`src/rtl/timer_pkg.sv`:
```
// Shared types and constants for the countdown timer ones-digit controller.
package timer_pkg;

    localparam int unsigned DIGIT_W      = 4;
    localparam int unsigned ONES_MAX_DEF = 9;

    typedef enum logic [1:0] {
        IDLE  = 2'd0,
        RUN   = 2'd1,
        PAUSE = 2'd2,
        DONE  = 2'd3
    } state_e;

    // Preset values above the digit's maximum clamp to the maximum.
    function automatic logic [DIGIT_W-1:0] sat_digit(input logic [DIGIT_W-1:0] d,
                                                     input logic [DIGIT_W-1:0] max);
        return (d > max) ? max : d;
    endfunction

endpackage

```
`src/rtl/mod10_down.sv`:
```
// Ones-digit datapath: saturating preset load and decrement that wraps 0 -> MAX.
module mod10_down
    import timer_pkg::*;
#(
    parameter logic [DIGIT_W-1:0] MAX = DIGIT_W'(ONES_MAX_DEF)
) (
    input  logic               clock,
    input  logic               clrn,
    input  logic               load,
    input  logic [DIGIT_W-1:0] data,
    input  logic               dec,
    output logic [DIGIT_W-1:0] value,
    output logic               zero
);

    always_ff @(posedge clock) begin
        if (!clrn) begin
            value <= '0;
        end else if (load) begin
            value <= sat_digit(data, MAX);
        end else if (dec) begin
            value <= (value == '0) ? MAX : value - DIGIT_W'(1);
        end
    end

    assign zero = (value == '0);

endmodule

```
`src/rtl/timer_ones_ctrl.sv`:
```
// Ones-digit countdown controller: IDLE/RUN/PAUSE/DONE FSM, alarm and tens-stage strobes.
module timer_ones_ctrl
    import timer_pkg::*;
#(
    parameter int unsigned ONES_MAX = ONES_MAX_DEF
) (
    input  logic               clock,
    input  logic               clrn,
    input  logic [DIGIT_W-1:0] data,
    input  logic               loadn,
    input  logic               start,
    input  logic               stop,
    input  logic               tick,
    input  logic               tens_tc,
    output logic [DIGIT_W-1:0] ones,
    output logic               ones_tc,
    output logic               tens_enable,
    output logic               tens_loadn,
    output logic               running,
    output logic               alarm
);

    localparam logic [DIGIT_W-1:0] MaxV = DIGIT_W'(ONES_MAX);

    state_e state;
    logic   load;
    logic   dec;
    logic   zero;
    logic   at_end;
    logic   last_step;

    always_comb begin
        load      = !loadn;
        at_end    = zero && tens_tc;
        // The decrement that lands on 00 ends the countdown at the same edge.
        last_step = (ones == DIGIT_W'(1)) && tens_tc;
        dec       = (state == RUN) && loadn && !stop && tick && !at_end;
    end

    mod10_down #(
        .MAX(MaxV)
    ) u_digit (
        .clock(clock),
        .clrn (clrn),
        .load (load),
        .data (data),
        .dec  (dec),
        .value(ones),
        .zero (zero)
    );

    always_ff @(posedge clock) begin
        if (!clrn) begin
            state       <= IDLE;
            tens_enable <= 1'b0;
            tens_loadn  <= 1'b1;
            alarm       <= 1'b0;
        end else begin
            tens_loadn  <= loadn;
            tens_enable <= 1'b0;
            if (load) begin
                state <= IDLE;
                alarm <= 1'b0;
            end else begin
                case (state)
                    IDLE: begin
                        if (!stop && start) begin
                            if (at_end) begin
                                state <= DONE;
                                alarm <= 1'b1;
                            end else begin
                                state <= RUN;
                            end
                        end
                    end
                    RUN: begin
                        if (stop) begin
                            state <= PAUSE;
                        end else if (at_end) begin
                            state <= DONE;
                            alarm <= 1'b1;
                        end else if (tick) begin
                            if (zero) begin
                                tens_enable <= 1'b1;
                            end else if (last_step) begin
                                state <= DONE;
                                alarm <= 1'b1;
                            end
                        end
                    end
                    PAUSE: begin
                        if (!stop && start) begin
                            state <= RUN;
                        end
                    end
                    DONE: begin
                        alarm <= 1'b1;
                    end
                    default: begin
                        state <= IDLE;
                    end
                endcase
            end
        end
    end

    assign ones_tc = (ones == '0);
    assign running = (state == RUN);

endmodule

```
`config.mk`:
```
export PLATFORM = sky130hd
export DESIGN_NAME = timer_ones_ctrl
export DESIGN_NICKNAME = d
export VERILOG_FILES = /design/src/rtl/timer_pkg.sv /design/src/rtl/mod10_down.sv /design/src/rtl/timer_ones_ctrl.sv
export SDC_FILE = /design/constraint.sdc
export NUM_CORES = 1
export LEC_CHECK = 0
export CORE_MARGIN = 5
export CORE_UTILIZATION = 30
export CTS_BUF_LIST = sky130_fd_sc_hd__clkbuf_8
export DETAILED_ROUTE_END_ITERATION = 6
export SLEW_MARGIN = 40
export SYNTH_ARGS = -nofsm -noshare
export SYNTH_HDL_FRONTEND = slang
export SYNTH_SLANG_ARGS = --single-unit
```
`constraint.sdc`:
```
create_clock -name clock -period 4 [get_ports clock]
set_input_delay 0.6 -clock clock [delete_from_list [all_inputs] [get_ports clock]]
set_output_delay 0.6 -clock clock [all_outputs]
set_load 0.02 [all_outputs]
```
==> metrics.txt, run 1 <==
Worst-path clk slew=40 ps; largest family of logic cells by synthesized area=compound AO/OA/AOI/OAI gates; CP endpoint kind=output pin; Root Buffer=clkbuf_8; Mapped Area=roughly 560 µm²; number of fill cells=176; Synth Area in Simple Gates=25.2%; GR Overflow Total=0; Layout area overhead=46.1%; ant diodes=0; synthesized flop and latch total=9; fin. max-slew vios=0; Power Density=between 300 and 400 nW/µm²; DRT Wirelength=1370 µm; Port Buffers=19; Static Leak=slightly above 0.0003 µW; Sw Ratio=26.6%; postcts setup bufs=0; GPL Wtd Cong=0.849; Flop pwr share=38.7%; die area=2840 µm²; data arrival time of the critical path=1910 ps; Crit Path Max Fanout=10; TritonCTS clock tree=built; row count=15; Synth cell types=29; WL/cell=12.2 µm; setup tns final=0 ps; XOR/XNOR Fraction of Synth Area=0%; Total Routing Usage GR=11.2%; Critical Path RT=between 3000 and 4000 ps; htree depth=1; Detail Route Antenna Nets=0; Post-CTS Hold Buffers=0; Power Internal=191 µW; Clock Tree Buf Depth=2; run status=completed; synthesized area per cell=8.51 µm²; Die Height=around 53 µm; Synth Area in Adders=11.1%; Tmin final=2510 ps; Tightest Pin Transition=592 ps; Syn Nets=82; final instance area=821 µm²; Seq/Total Area, Yosys=32.1%; RSZ-0062 raised after global routing=no; DR top layer=met4; Final nets=104; CP startpoint kind=flip-flop; Area after DPL=roughly 780 µm²; maximum vdd drop=0.000166 V; post-synthesis mux area share=1.78%; Synth Warn #=0; clock share of power=approximately 39%; M1 wire length=608 µm; cell count after synthesis=66; Starting Density=32.2%; Via density=just under 5; die width=53.3 µm; crit path kind=flip-flop to output pin; DRC=0; Slew HR=60.2%; min-delay worst type=flip-flop to flip-flop; layout cells sized above 1=6.90%; fmax=about 400 MHz; Pre-antenna DRT Iters=4; vias in the first global route=529; I/O pins=20; Worst Skew=between 0.9 and 1 ps; Hold Fails Final Rpt=0; Logic pwr share=22.0%; DRT iter0 DRCs=8; EDFF count, synth=0; Primary FF master, synth=dfxtp_1; total CTS buffers=3; DP Wirelength=1090 µm; worst-skew pair later-pin latency=230 ps; Core ar.=1750 µm²; largest net degree at the start of global routing=11; initial antenna violation count=0; Via Count=554; global-route wire length before repair=~2300 µm; Async SR Flop Fraction=0%; setup violators final=0; P_sw=69.4 µW; Sink Count=9; Final Cycle Share=62.7%; maxcap violations=0; PostCTS Resize Cnt=0; complex-gate fraction of the synthesized area=25.8%; met3 WL post-DR=just under 80 µm; Detail Route met2 WL=674 µm
[cell usage after synthesis, types with 2 or more instances]
cell	instances	area, µm²
dfxtp_1	9	180
nor2_1	6	22.5
a21oi_1	5	25.0
ha_1	5	62.6
inv_1	4	15.0
nand2_1	4	15.0
nand3b_1	3	22.5
nor4_1	3	18.8
o21ai_0	3	15.0
a311oi_1	2	17.5
clkbuf_1	2	7.51
nand2b_1	2	12.5
o31ai_1	2	15.0
[registers in the layout, indices dropped and copies added (netlist names)]
signal         flops
u_digit.value      4
state              2
alarm              1
tens_enable        1
tens_loadn         1
[kinds of logic after synthesis]
family | count (synthesis)
multiplexers | 1
AO/OA/AOI/OAI | 20
adder cells (fa/ha/maj) | 5
flip-flops | 9
AND/OR/NAND/NOR | 25
buffers and inverters | 6
[per-stage QoR]
step | utilization [%] | setup WS (ps) | hold WS, ps | cells | power (µW)
global route | 47.0 | 1330 | 534 | 112 | 281
finish | 47.0 | 1490 | 494 | 112 | 261
detailed placement | 44.4 | 1530 | 479 | 108 | 160
floorplan | - | 1880 | 498 | 66 | 132
CTS | 47.0 | 1470 | 495 | 112 | 266
global placement | 44.4 | 1560 | 479 | 108 | 160
[final cells by class]
class | count | area (µm²) | share of cell area, %
Tap cell | 25 | 31.3 | 3.81
Timing Repair Buffer | 19 | 190 | 23.2
Inverter | 4 | 15.0 | 1.83
Clock buffer | 3 | 41.3 | 5.03
Sequential cell | 9 | 180 | 22.0
Multi-Input combinational cell | 51 | 359 | 43.7
Clock inverter | 1 | 3.75 | 0.457
[worst max-delay path, cell delays in order, from the launching register on]
cell and delay, ps:
dfxtp_1 380, nor4_1 580, clkdlybuf4s50_1 720
[power groups by stage]
stage | Clock [µW] | Sequential [µW] | Combinational [µW]
after detailed placement | 0 | 102 | 57.2
after CTS | 107 | 101 | 57.7
final | 103 | 101 | 57.3
after floorplan | 0 | 105 | 27.6
after global placement | 0 | 102 | 57.4
after global routing | 117 | 102 | 62.3
[metal layers]
metal  up-vias  global-route usage [%]
met5         -                       0
met4         0                    3.83
met3         3                    5.35
met2        12                    16.9
met1       254                    13.6
li1        285                       -
[cells in the final DEF, fill, tap and decap left out, types with 2 or more instances in the layout]
| cell | instances |
|---|---|
| clkdlybuf4s50_1 | 19 |
| dfxtp_1 | 9 |
| nor2_1 | 6 |
| inv_1 | 5 |
| a21oi_1 | 5 |
| ha_1 | 5 |
| nand2_1 | 4 |
| nor4_1 | 3 |
| nand3b_1 | 3 |
| o21ai_0 | 3 |
| clkbuf_8 | 3 |
| o31ai_1 | 2 |
| a311oi_1 | 2 |
| nand2b_1 | 2 |
[final timing paths]
check / start / end / slack [ps] / depth (start not counted)
max: u_digit.value[0] / ones_tc / 1490 / 2
min: alarm / alarm / 490 / 1
max reg2reg: state[1] / u_digit.value[1] / 2190 / 5
min reg2reg: alarm / alarm / 490 / 1
Power figures use the tool's default switching activity.
==> run 2, diff against run 1 <==
Clock period 4 ns to 2.4 ns, I/O delays scaled along.
==> run 2 against run 1 <==
Compared with the run above:
- die area stayed put
- non-clock buffer count rose by 2
- wire length rose by 0.80%
- clock power increased by 63%
- setup slack worse by 1100 ps
- final area is 1.8% higher
- critical path type unchanged
==> metrics.txt, run 2 (same netlist as run 1, synthesis figures left out) <==
run status=completed; Critical Path RT=2040 ps (-1360 ps); vias in the first global route=506 (-4.3%); I/O pins=20 (unchanged); Reg2Reg Depth=5 (unchanged); fin. max-slew vios=0 (unchanged); Core ar.=1750 µm² (unchanged); Final nets=106 (+1.9%); Sink Count=9 (unchanged); maxcap violations=0 (unchanged); layout cells sized above 1=8.99% (+2.1 points); worst-skew pair later-pin latency=230 ps (about the same); Worst-path clk slew=40 ps (about the same); Tmin final=2040 ps; Regs by FF count=u_digit.value: 4 flops, state: 2 flops; Port Buffers=19 (unchanged); die width=53.3 µm (unchanged); maximum vdd drop=0.000395 V (+140%); GR Overflow Total=0 (unchanged); r2r setup slk=570 ps (-1620 ps); Multi-input gate area=359 µm² (unchanged); Layout area overhead=48.8%; Largest register FFs=4 (unchanged); row count=15 (unchanged); RSZ-0062 raised after global routing=no; GPL Wtd Cong=0.821 (-3.4%); CP endpoint kind=output pin; Pre-antenna DRT Iters=4 (unchanged); TritonCTS clock tree=built; most frequent cells in the layout=19 x clkdlybuf4s50_1, 9 x dfxtp_1, 6 x nor2_1; data arrival time of the critical path=1680 ps (-230 ps); min-delay worst type=flip-flop to flip-flop; Flop pwr share=38.7% (about the same); PostCTS Resize Cnt=0 (unchanged); Worst Skew=0.467 ps (-0.504 ps); largest net degree at the start of global routing=11 (unchanged); ant diodes=0 (unchanged); hold endpoint=alarm; Clock Tree Buf Depth=2 (unchanged); CP startpoint kind=flip-flop; Root Buffer=clkbuf_8; Sw Ratio=26.1% (-0.54 points); Placed Cells=110 (+1.9%); initial antenna violation count=0 (unchanged); setup violators final=0 (unchanged); register area=180 µm² (unchanged); Power Internal=322 µW (+69%); Crit Path Max Fanout=10 (unchanged); DP Wirelength=1110 µm (+1.1%); Tightest Pin Transition=416 ps (-177 ps); setup tns final=0 ps (unchanged); Layout Cells excl Fill=114 (+1.8%); Slew HR=72.0% (+12 points); Total Routing Usage GR=11.2% (-0.013 points); hold wc startpoint=alarm; Detail Route Antenna Nets=0 (unchanged); clock share of power=38.4% (-0.9 points); Starting Density=32.2% (unchanged); fmax=489 MHz; DRT iter0 DRCs=8 (unchanged); Via density=4.98 (+0.73%); DRC=0 (unchanged); Top reg by flops=u_digit.value; WL/cell=12.1 µm (-0.97%); postcts setup bufs=0 (unchanged); most common cell after layout, fill and taps aside=clkdlybuf4s50_1; worst r2r src=state[1]; reg-to-reg endpoint=u_digit.value[1]; WHS Path Cells=1 (unchanged); htree depth=1 (unchanged); crit path kind=flip-flop to output pin; total CTS buffers=3 (unchanged); Power Density=522 nW/µm² (+64%); P_sw=114 µW (+64%); global-route wire length before repair=2300 µm (+0.61%); Post-CTS Hold Buffers=0 (unchanged); Via Count=568 (+2.5%); Die Height=53.3 µm (unchanged); DRT Wirelength=1380 µm (+0.80%); die area=2840 µm² (unchanged); Static Leak=0.000315 µW (+3.2%); Logic pwr share=22.9% (+0.9 points); number of fill cells=171 (-2.8%); Critical Path Start=u_digit.value[0]; Hold Fails Final Rpt=0 (unchanged); Final Cycle Share=85.1%
==> run 2: changes by cell type in the layout (fill, tap and decap cells not counted) <==
cell   before  now
buf_4       0    2
==> run 2: critical path, stage by stage, from the launching register on <==
cell             delay [ps]
dfxtp_1                 380
nor4_1                  300
buf_4                   170
clkdlybuf4s50_1         600
==> run 2: stage by stage <==
stage          setup WS [ps]  power (µW)  hold slack, ps  util [%]  instance area [µm²]
2_1_floorplan            276         220             456         -                  562
3_3_place_gp             304         271             490      45.3                  791
4_1_cts                  347         442             507      47.9                  836
6_report                 357         436             504      47.9                  836
5_1_grt                  229         468             553      47.9                  836
3_5_place_dp             270         271             484      45.3                  791
==> run 2: area by class of cell <==
type	count	area share [%]
multi-input combinational	51	43.0
tap	25	3.74
sequential	9	21.6
timing repair buffer	21	24.6
clock inverter	1	0.449
inverter	4	1.80
clock buffer	3	4.94
==> run 2: worst max-delay path by stage <==
stage                    end  depth (start not counted)  slack (ps)
floorplan           state[1]                          5         280
finish               ones_tc                          3         360
CTS                  ones_tc                          3         350
global placement       alarm                          5         300
detailed placement     alarm                          5         270
global route         ones_tc                          3         230
==> run 2: routing by layer <==
layer  share of wire (%)  vias up  global-route usage (%)
met2                  46       18                    17.1
met4                 1.4        0                    2.55
met3                 6.2        2                    5.07
li1                    -      288                       -
met1                  46      260                    14.0
met5                   0        -                       0
==> run 2: power groups by stage <==
stage	Clock [µW]	Sequential, µW	Combinational (µW)
2_1_floorplan	0	174	46.0
3_3_place_gp	0	171	99.9
3_5_place_dp	0	171	100
4_1_cts	173	169	100
5_1_grt	189	170	109
6_report	168	169	99.8
